`config.mk`:
```
export PLATFORM = sky130hd
export DESIGN_NAME = mem_arbiter
export DESIGN_NICKNAME = d
export VERILOG_FILES = /design/src/rtl/mem_arbiter.sv
export SDC_FILE = /design/constraint.sdc
export NUM_CORES = 1
export LEC_CHECK = 0
export BUFFER_PORTS_ARGS = -buffer_cell sky130_fd_sc_hd__clkbuf_2
export CAP_MARGIN = 20
export CELL_PAD_IN_SITES_DETAIL_PLACEMENT = 2
export CELL_PAD_IN_SITES_GLOBAL_PLACEMENT = 2
export CORE_ASPECT_RATIO = 1.25
export CORE_MARGIN = 8
export CORE_UTILIZATION = 32
export CTS_BUF_LIST = sky130_fd_sc_hd__clkbuf_4 sky130_fd_sc_hd__clkbuf_8
export DETAILED_ROUTE_END_ITERATION = 8
export GPL_TIMING_DRIVEN = 0
export PLACE_DENSITY = 0.8
export SYNTH_ARGS = -nofsm -noshare
export SYNTH_HDL_FRONTEND = slang
export SYNTH_SLANG_ARGS = --single-unit
```
`constraint.sdc`:
```
create_clock -name clk -period 2.3 [get_ports clk]
set_input_delay 0.115 -clock clk [delete_from_list [all_inputs] [get_ports clk]]
set_output_delay 0.115 -clock clk [all_outputs]
set_load 0.01 [all_outputs]
```
`src/rtl/mem_arbiter.sv`:
```
// Arbiter for the byte-wide RAM port, shared by instruction fetch and the load/store buffer.
// A granted request runs as 1/2/4 byte accesses and returns little-endian data with a one-cycle ok.
module mem_arbiter (
  input  logic        clk,
  input  logic        rst,
  input  logic        rdy,
  input  logic        clear,
  input  logic        if_req,
  input  logic [31:0] if_addr,
  output logic        if_ok,
  output logic [31:0] if_data,
  input  logic        ls_req,
  input  logic        ls_we,
  input  logic [1:0]  ls_size,
  input  logic [31:0] ls_addr,
  input  logic [31:0] ls_wdata,
  output logic        ls_ok,
  output logic [31:0] ls_rdata,
  input  logic [7:0]  mem_din,
  output logic [7:0]  mem_dout,
  output logic [31:0] mem_a,
  output logic        mem_wr,
  input  logic        io_buffer_full
);

  localparam logic [1:0] IO_HI  = 2'b11;
  localparam logic [1:0] S_IDLE = 2'd0;
  localparam logic [1:0] S_RUN  = 2'd1;
  localparam logic [1:0] S_LAST = 2'd2;

  logic [1:0]  state_q, state_d;
  logic        if_vld_q, if_vld_d;
  logic [31:0] if_addr_q, if_addr_d;
  logic        ls_vld_q, ls_vld_d;
  logic        ls_we_q, ls_we_d;
  logic [1:0]  ls_size_q, ls_size_d;
  logic [31:0] ls_addr_q, ls_addr_d;
  logic [31:0] ls_wdata_q, ls_wdata_d;
  logic        last_ls_q, last_ls_d;
  logic        cur_if_q, cur_if_d;
  logic        cur_we_q, cur_we_d;
  logic [31:0] cur_addr_q, cur_addr_d;
  logic [31:0] cur_wdata_q, cur_wdata_d;
  logic [1:0]  cnt_q, cnt_d;
  logic [1:0]  nm1_q, nm1_d;
  logic [31:0] buf_q, buf_d;
  logic [31:0] last_a_q, last_a_d;
  logic        if_ok_q, if_ok_d;
  logic [31:0] if_data_q, if_data_d;
  logic        ls_ok_q, ls_ok_d;
  logic [31:0] ls_rdata_q, ls_rdata_d;

  logic        io_stall;
  logic [31:0] wdata_sh;
  logic [1:0]  cap_idx;
  logic        cap_en;
  logic [31:0] buf_cap;
  logic        if_acc, ls_acc, if_eff, ls_eff, abort;

  function automatic logic [1:0] size_nm1(input logic [1:0] s);
    case (s)
      2'd0:    return 2'd0;
      2'd1:    return 2'd1;
      default: return 2'd3;
    endcase
  endfunction

  // RAM port is combinational from state so the IO stall gates the write strobe in the same cycle.
  always_comb begin
    io_stall = (cur_addr_q[17:16] == IO_HI) && io_buffer_full;
    wdata_sh = cur_wdata_q >> {cnt_q, 3'b000};
    mem_a    = (state_q == S_RUN) ? (cur_addr_q + {30'd0, cnt_q}) : last_a_q;
    mem_dout = (state_q == S_RUN && cur_we_q) ? wdata_sh[7:0] : 8'h00;
    mem_wr   = rdy && (state_q == S_RUN) && cur_we_q && !io_stall;
  end

  // The byte on mem_din belongs to the address issued one cycle earlier.
  always_comb begin
    cap_idx = (state_q == S_LAST) ? nm1_q : (cnt_q - 2'd1);
    cap_en  = !cur_we_q && ((state_q == S_RUN && cnt_q != 2'd0) || state_q == S_LAST);
    buf_cap = buf_q | ({24'd0, mem_din} << {cap_idx, 3'b000});
  end

  always_comb begin
    if_acc = if_req && !clear;
    ls_acc = ls_req && !(clear && !ls_we);
    if_eff = (if_vld_q && !clear) || if_acc;
    ls_eff = (ls_vld_q && !(clear && !ls_we_q)) || ls_acc;
    abort  = clear && !cur_we_q;

    state_d     = state_q;
    if_addr_d   = if_acc ? if_addr : if_addr_q;
    ls_we_d     = ls_acc ? ls_we : ls_we_q;
    ls_size_d   = ls_acc ? ls_size : ls_size_q;
    ls_addr_d   = ls_acc ? ls_addr : ls_addr_q;
    ls_wdata_d  = ls_acc ? ls_wdata : ls_wdata_q;
    if_vld_d    = if_vld_q || if_acc;
    ls_vld_d    = ls_vld_q || ls_acc;
    last_ls_d   = last_ls_q;
    cur_if_d    = cur_if_q;
    cur_we_d    = cur_we_q;
    cur_addr_d  = cur_addr_q;
    cur_wdata_d = cur_wdata_q;
    cnt_d       = cnt_q;
    nm1_d       = nm1_q;
    buf_d       = buf_q;
    last_a_d    = last_a_q;
    if_ok_d     = if_ok_q;
    if_data_d   = if_data_q;
    ls_ok_d     = ls_ok_q;
    ls_rdata_d  = ls_rdata_q;

    if (rdy) begin
      if_ok_d    = 1'b0;
      if_data_d  = 32'd0;
      ls_ok_d    = 1'b0;
      ls_rdata_d = 32'd0;
      if_vld_d   = if_eff;
      ls_vld_d   = ls_eff;
      last_a_d   = mem_a;
      if (cap_en) buf_d = buf_cap;

      case (state_q)
        S_IDLE: begin
          // LS normally wins; IF takes its turn right after an LS grant.
          if (ls_eff && (!if_eff || !last_ls_q)) begin
            ls_vld_d    = 1'b0;
            last_ls_d   = 1'b1;
            cur_if_d    = 1'b0;
            cur_we_d    = ls_we_d;
            cur_addr_d  = ls_addr_d;
            cur_wdata_d = ls_wdata_d;
            nm1_d       = size_nm1(ls_size_d);
            cnt_d       = 2'd0;
            buf_d       = 32'd0;
            state_d     = S_RUN;
          end else if (if_eff) begin
            if_vld_d    = 1'b0;
            last_ls_d   = 1'b0;
            cur_if_d    = 1'b1;
            cur_we_d    = 1'b0;
            cur_addr_d  = if_addr_d;
            cur_wdata_d = 32'd0;
            nm1_d       = 2'd3;
            cnt_d       = 2'd0;
            buf_d       = 32'd0;
            state_d     = S_RUN;
          end
        end
        S_RUN: begin
          if (abort) begin
            state_d = S_IDLE;
          end else if (cur_we_q) begin
            if (!io_stall) begin
              if (cnt_q == nm1_q) begin
                state_d = S_IDLE;
                ls_ok_d = 1'b1;
              end else begin
                cnt_d = cnt_q + 2'd1;
              end
            end
          end else if (cnt_q == nm1_q) begin
            state_d = S_LAST;
          end else begin
            cnt_d = cnt_q + 2'd1;
          end
        end
        S_LAST: begin
          state_d = S_IDLE;
          if (!abort) begin
            if (cur_if_q) begin
              if_ok_d   = 1'b1;
              if_data_d = buf_cap;
            end else begin
              ls_ok_d    = 1'b1;
              ls_rdata_d = buf_cap;
            end
          end
        end
        default: state_d = S_IDLE;
      endcase
    end
  end

  always_ff @(posedge clk) begin
    if (rst) begin
      state_q     <= S_IDLE;
      if_vld_q    <= 1'b0;
      if_addr_q   <= 32'd0;
      ls_vld_q    <= 1'b0;
      ls_we_q     <= 1'b0;
      ls_size_q   <= 2'd0;
      ls_addr_q   <= 32'd0;
      ls_wdata_q  <= 32'd0;
      last_ls_q   <= 1'b0;
      cur_if_q    <= 1'b0;
      cur_we_q    <= 1'b0;
      cur_addr_q  <= 32'd0;
      cur_wdata_q <= 32'd0;
      cnt_q       <= 2'd0;
      nm1_q       <= 2'd0;
      buf_q       <= 32'd0;
      last_a_q    <= 32'd0;
      if_ok_q     <= 1'b0;
      if_data_q   <= 32'd0;
      ls_ok_q     <= 1'b0;
      ls_rdata_q  <= 32'd0;
    end else begin
      state_q     <= state_d;
      if_vld_q    <= if_vld_d;
      if_addr_q   <= if_addr_d;
      ls_vld_q    <= ls_vld_d;
      ls_we_q     <= ls_we_d;
      ls_size_q   <= ls_size_d;
      ls_addr_q   <= ls_addr_d;
      ls_wdata_q  <= ls_wdata_d;
      last_ls_q   <= last_ls_d;
      cur_if_q    <= cur_if_d;
      cur_we_q    <= cur_we_d;
      cur_addr_q  <= cur_addr_d;
      cur_wdata_q <= cur_wdata_d;
      cnt_q       <= cnt_d;
      nm1_q       <= nm1_d;
      buf_q       <= buf_d;
      last_a_q    <= last_a_d;
      if_ok_q     <= if_ok_d;
      if_data_q   <= if_data_d;
      ls_ok_q     <= ls_ok_d;
      ls_rdata_q  <= ls_rdata_d;
    end
  end

  assign if_ok    = if_ok_q;
  assign if_data  = if_data_q;
  assign ls_ok    = ls_ok_q;
  assign ls_rdata = ls_rdata_q;

endmodule
```
Word level (Yosys, flattened, before mapping)
Cells that the tools add are included.
{"block": "classes", "eq_ne": 11, "n_reduce_logical": 38, "mux": 61, "shifts": 2, "n_addsub": 3, "bitwise_logic": 1}
{"operator": "32-bit 2-to-1 mux", "n": 18}
{"operator": "2-bit 2-to-1 mux", "n": 17}
{"operator": "32-bit by 2-bit adder with 32-bit output", "n": 1}
{"operator": "32-bit bitwise OR", "n": 1}
{"operator": "8-bit by 5-bit left shift with 32-bit output", "n": 1}
{"operator": "32-bit by 5-bit right shift with 8-bit output", "n": 1}
{"operator": "1-bit 2-to-1 mux", "n": 21}
{"operator": "1-bit logical AND", "n": 15}
{"operator": "2-bit one-hot mux with 2 select lines", "n": 3}
{"operator": "5-bit AND reduction", "n": 2}
{"operator": "1-bit zero test", "n": 9}
{"operator": "8-bit 2-to-1 mux", "n": 1}
{"operator": "4-bit by 3-bit inequality test with 1-bit output, second input constant", "n": 2}
{"operator": "1-bit logical OR", "n": 6}
{"operator": "3-bit inequality test, second input constant", "n": 2}
{"operator": "2-bit nonzero test", "n": 3}
{"operator": "2-bit by 1-bit == test with 1-bit output, second input constant", "n": 2}
{"operator": "2-bit == test, second input constant", "n": 2}
{"operator": "2-bit zero test", "n": 2}
{"operator": "4-bit inequality test, second input constant", "n": 1}
{"operator": "3-bit AND reduction", "n": 1}
{"operator": "2-bit by 1-bit adder with 2-bit output, second input constant", "n": 1}
{"operator": "2-bit == test", "n": 1}
{"operator": "2-bit inequality test, second input constant", "n": 1}
{"operator": "other kinds (2)", "n": 2}
{"block": "word_totals", "in_bits": 114, "word_cells": 137, "register_bits": 304, "output_inout_bits": 107}

Logic depth before layout (Yosys ltp)
{"block": "depth", "word_depth": 9, "mapped_depth": 10}

Worst setup path after synthesis
No wires, ideal clock.
{"block": "synth_timing", "kind": "register to output", "startpoint": "register cnt_q[0]", "endpoint": "output port mem_a[28]", "t_arrival_ps": 2286, "stages_incl_launch_ff": 10, "t_required_ps": 2185, "n_path_buf": 1, "path_slack_ps": -101, "path_cell_list": "dfxtp_1 > ha_1 > inv_1 > fa_1 > nand3b_1 > or2_2 > buf_2 > nor4_1 > xnor2_1 > a21oi_1"}
{"block": "synth_via", "elab_chain_len": 2}
{"item": "from (decl)", "line_no": "44", "rtl": "logic [1:0] cnt_q, cnt_d;"}
{"item": "from (signal assigned)", "line_no": "222", "rtl": "cnt_q <= cnt_d;"}
{"item": "32-bit by 2-bit adder with 32-bit output", "line_no": "72", "rtl": "mem_a = (state_q == S_RUN) ? (cur_addr_q + {30'd0, cnt_q}) : last_a_q;"}
{"item": "32-bit 2-to-1 mux", "line_no": "72"}
{"item": "to (decl)", "line_no": "21", "rtl": "output logic [31:0] mem_a,"}
No other way between the ends.

Final worst setup path
{"block": "layout_timing", "startpoint": "register cnt_q[1]", "endpoint": "output port mem_a[29]"}
Same word-level chain as after synthesis.

==> impl_metrics.env <==
export IMPL_dp_cells=2057
export IMPL_gr_total_overflow=0
export IMPL_coreArea_um2=38800
export IMPL_peakVddDrop_mv=0.358
export IMPL_ys_seq_area_frac=0.489
export IMPL_synthTopCellsByArea="dfxtp_1, nor2_1, mux2i_1, a21oi_1, a22oi_1"
export IMPL_drt_first_pass_iters=5
export IMPL_slew_headroom=0.395
export IMPL_clock_sinks=304
export IMPL_grt_first_pass_wirelength_um=92600
export IMPL_ant_nets=0
export IMPL_syn_inst=1348
export IMPL_outcome="finished, violations left"
export IMPL_synth_top_cell_area_share=0.489
export IMPL_p_leak_nw=7.76
export IMPL_yosys_area_top_type="dfxtp_1"
export IMPL_grt_pass1_vias=14900
export IMPL_fin_ws_ns=-0.896
export IMPL_vias=13200
export IMPL_critPathArrivalTime_ns=3.08
export IMPL_clk_latency_ns=0.63
export IMPL_die_height_um=237
export IMPL_grtUsageTotal=0.262
export IMPL_syn_area_um2=12500
export IMPL_final_cell_mix="dfxtp_1, nor2_1, clkbuf_2, dlygate4sd3_1, a21oi_1"
export IMPL_skew_ns=0.0506
export IMPL_antenna_found_initial=2
export IMPL_drive_above_1_share=0.339
export IMPL_hold_violations=0
export IMPL_stdcell_count=2326
export IMPL_drt_initial_drc_count=697
export IMPL_clock_path_buffers=3
export IMPL_fmax_ghz=0.313
export IMPL_tightest_slew_ns=0.907
export IMPL_layout_commonest_cell="dfxtp_1"
export IMPL_synthToLayoutAreaGrowth_pct=44.9
export IMPL_syn_nets=1470
export IMPL_fin_crit_ns=3.20
export IMPL_synth_edf_count=0
export IMPL_initial_utilization=0.321
export IMPL_core_rowCount=81
export IMPL_ys_types=60
export IMPL_startpoint_type="flip-flop"
export IMPL_cp_end_kind="output pin"
export IMPL_die_area_um2=45500
export IMPL_wire_per_inst_um=30.4
export IMPL_yosysWarnings=0
export IMPL_slew_viol_final=0
export IMPL_vias_per_cell=5.68
export IMPL_cts_root_buffer_cell="clkbuf_8"
export IMPL_power_density_nw_per_um2=746
export IMPL_ys_flop_type="dfxtp_1"
export IMPL_place_ws_ns=-0.585
export IMPL_pin_count=221
export IMPL_wl_um=70800
export IMPL_grt_setup_unrepaired="true"
export IMPL_cts_made_buffers=52
export IMPL_worstPathMaxFanout=4
export IMPL_ys_seq_elements=304
export IMPL_dpl_hpwl_um=35600
export IMPL_nets=1906
export IMPL_setup_viol=79
export IMPL_fp_dieW_um=192
export IMPL_hp_class="in -> reg"
export IMPL_htree_levels=2
export IMPL_path_clk_slew_ns=0.07
export IMPL_async_flop_share=0
export IMPL_critical_path_class="reg -> out"
export IMPL_fin_crit_sh=1.39
export IMPL_port_buffers=211
export IMPL_violations="negative setup slack"
export IMPL_syn_avg_cell_area_um2=9.24
export IMPL_drcViolationCount=0
export IMPL_gp_congestion=0.813
export IMPL_critPathRequiredTime_ns=2.18
export IMPL_cts_tree="done"
export IMPL_max_cap_viol_count=0
export IMPL_grt_max_degree=13
==> worst paths after layout <==
| kind | start | endpoint | slack [ns] | depth (start not counted) |
|---|---|---|---|---|
| worst min register to register | buf_q[27] | buf_q[27] | 0.48 | 2 |
| worst min-delay path | if_req | if_vld_q | 0.12 | 6 |
| worst max register to register | cnt_q[1] | last_a_q[19] | -0.31 | 13 |
| worst max-delay path | cnt_q[1] | mem_a[29] | -0.90 | 12 |
==> metal layers <==
| layer | share of wire | up-vias | global-route usage |
|---|---|---|---|
| met5 | 0 | - | 0 |
| met4 | 0.065 | 0 | 0.139 |
| met3 | 0.059 | 269 | 0.0586 |
| met2 | 0.51 | 591 | 0.475 |
| met1 | 0.36 | 6745 | 0.276 |
| li1 | - | 5603 | - |
==> metrics by stage <==
| stage | hold WS (ns) | total power, mW | utilization | TNS (ns) | area, um2 |
|---|---|---|---|---|---|
| global route | 0.144 | 13.8 | 0.465 | -31.33 | 18000 |
| floorplan | 0.269 | 6.62 | - | -0.00779 | 12500 |
| detailed placement | 0.395 | 7.25 | 0.365 | -54.53 | 14200 |
| finish | 0.124 | 13.5 | 0.465 | -26.34 | 18000 |
| CTS | 0.0311 | 12.9 | 0.448 | -11.34 | 17400 |
| global placement | 0.378 | 7.18 | 0.365 | -48.64 | 14200 |
==> flip-flops by register name (all words and copies together) (netlist names), 32 cells and up <==
signal and flops:
buf_q 32, cur_addr_q 32, cur_wdata_q 32, if_addr_q 32, if_data 32, last_a_q 32, ls_addr_q 32, ls_rdata 32
ls_wdata_q 32
==> synth_stat cells, types with 4 or more instances <==
master	n
a22oi_1	65
a31oi_1	9
nand3_1	10
nor3_1	10
nor2b_1	15
nor4_2	5
a22o_1	34
mux2i_1	72
buf_2	25
clkbuf_2	9
a21o_1	34
a211oi_1	6
xnor2_1	19
o211ai_1	33
dfxtp_1	304
buf_4	4
mux4_2	8
a31o_2	4
and2_1	35
nand4_1	12
o21ai_0	24
xor2_1	8
buf_1	5
a21oi_1	117
mux2_2	34
nand2_1	89
nor4_1	5
ha_1	7
nor2_1	224
inv_1	16
clkbuf_1	65
==> worst max-delay path: stages, from the launching register on <==
cell and delay (ns):
dfxtp_4 0.36, buf_6 0.11, buf_6 0.10, buf_6 0.10
buf_6 0.12, ha_4 0.28, a21o_1 0.20, nand3_4 0.15
buf_6 0.17, nor2_4 0.14, nand4_1 0.25, a31oi_4 0.30
buf_2 0.17
==> cells by family (layout without fill, tap and decap cells) <==
group	after synthesis	count (layout)	synth area share
adders and majority gates	8	8	0.00864
muxes	114	114	0.103
and+or+nand+nor	423	424	0.152
DFF	304	304	0.489
AOI/OAI and AO/OA	346	346	0.185
other	0	2	0
buffers and inverters	126	603	0.0432
xor gates and xnor gates	27	27	0.0190
==> timing repair <==
item,CTS,global route
endpoints found under the setup margin,186,167
hold endpoints to repair,161,0
gates cloned,2,2
hold buffers,109,0
resized for setup,153,155
pin swaps,51,43
setup buffers,45,27
==> cell type report <==
type	instances	area [um2]
clock buffers	88	1070
clock inverters	8	65.1
plain buffers	105	589
repair buffers	385	2800
inverters	17	67.6
well taps	498	623
fillers	4060	20800
multi-input cells	919	6700
diodes	2	5.00
flip-flops and latches	304	6130
==> where the power goes <==
part / leakage, nW / total [mW] / switching [mW] / internal (mW)
logic: 4.66 / 2.17 / 1.36 / 0.812
clock network: 0.615 / 5.62 / 2.59 / 3.03
registers: 2.48 / 5.69 / 0.206 / 5.48
Note: power is estimated with default switching activity, not from simulation.
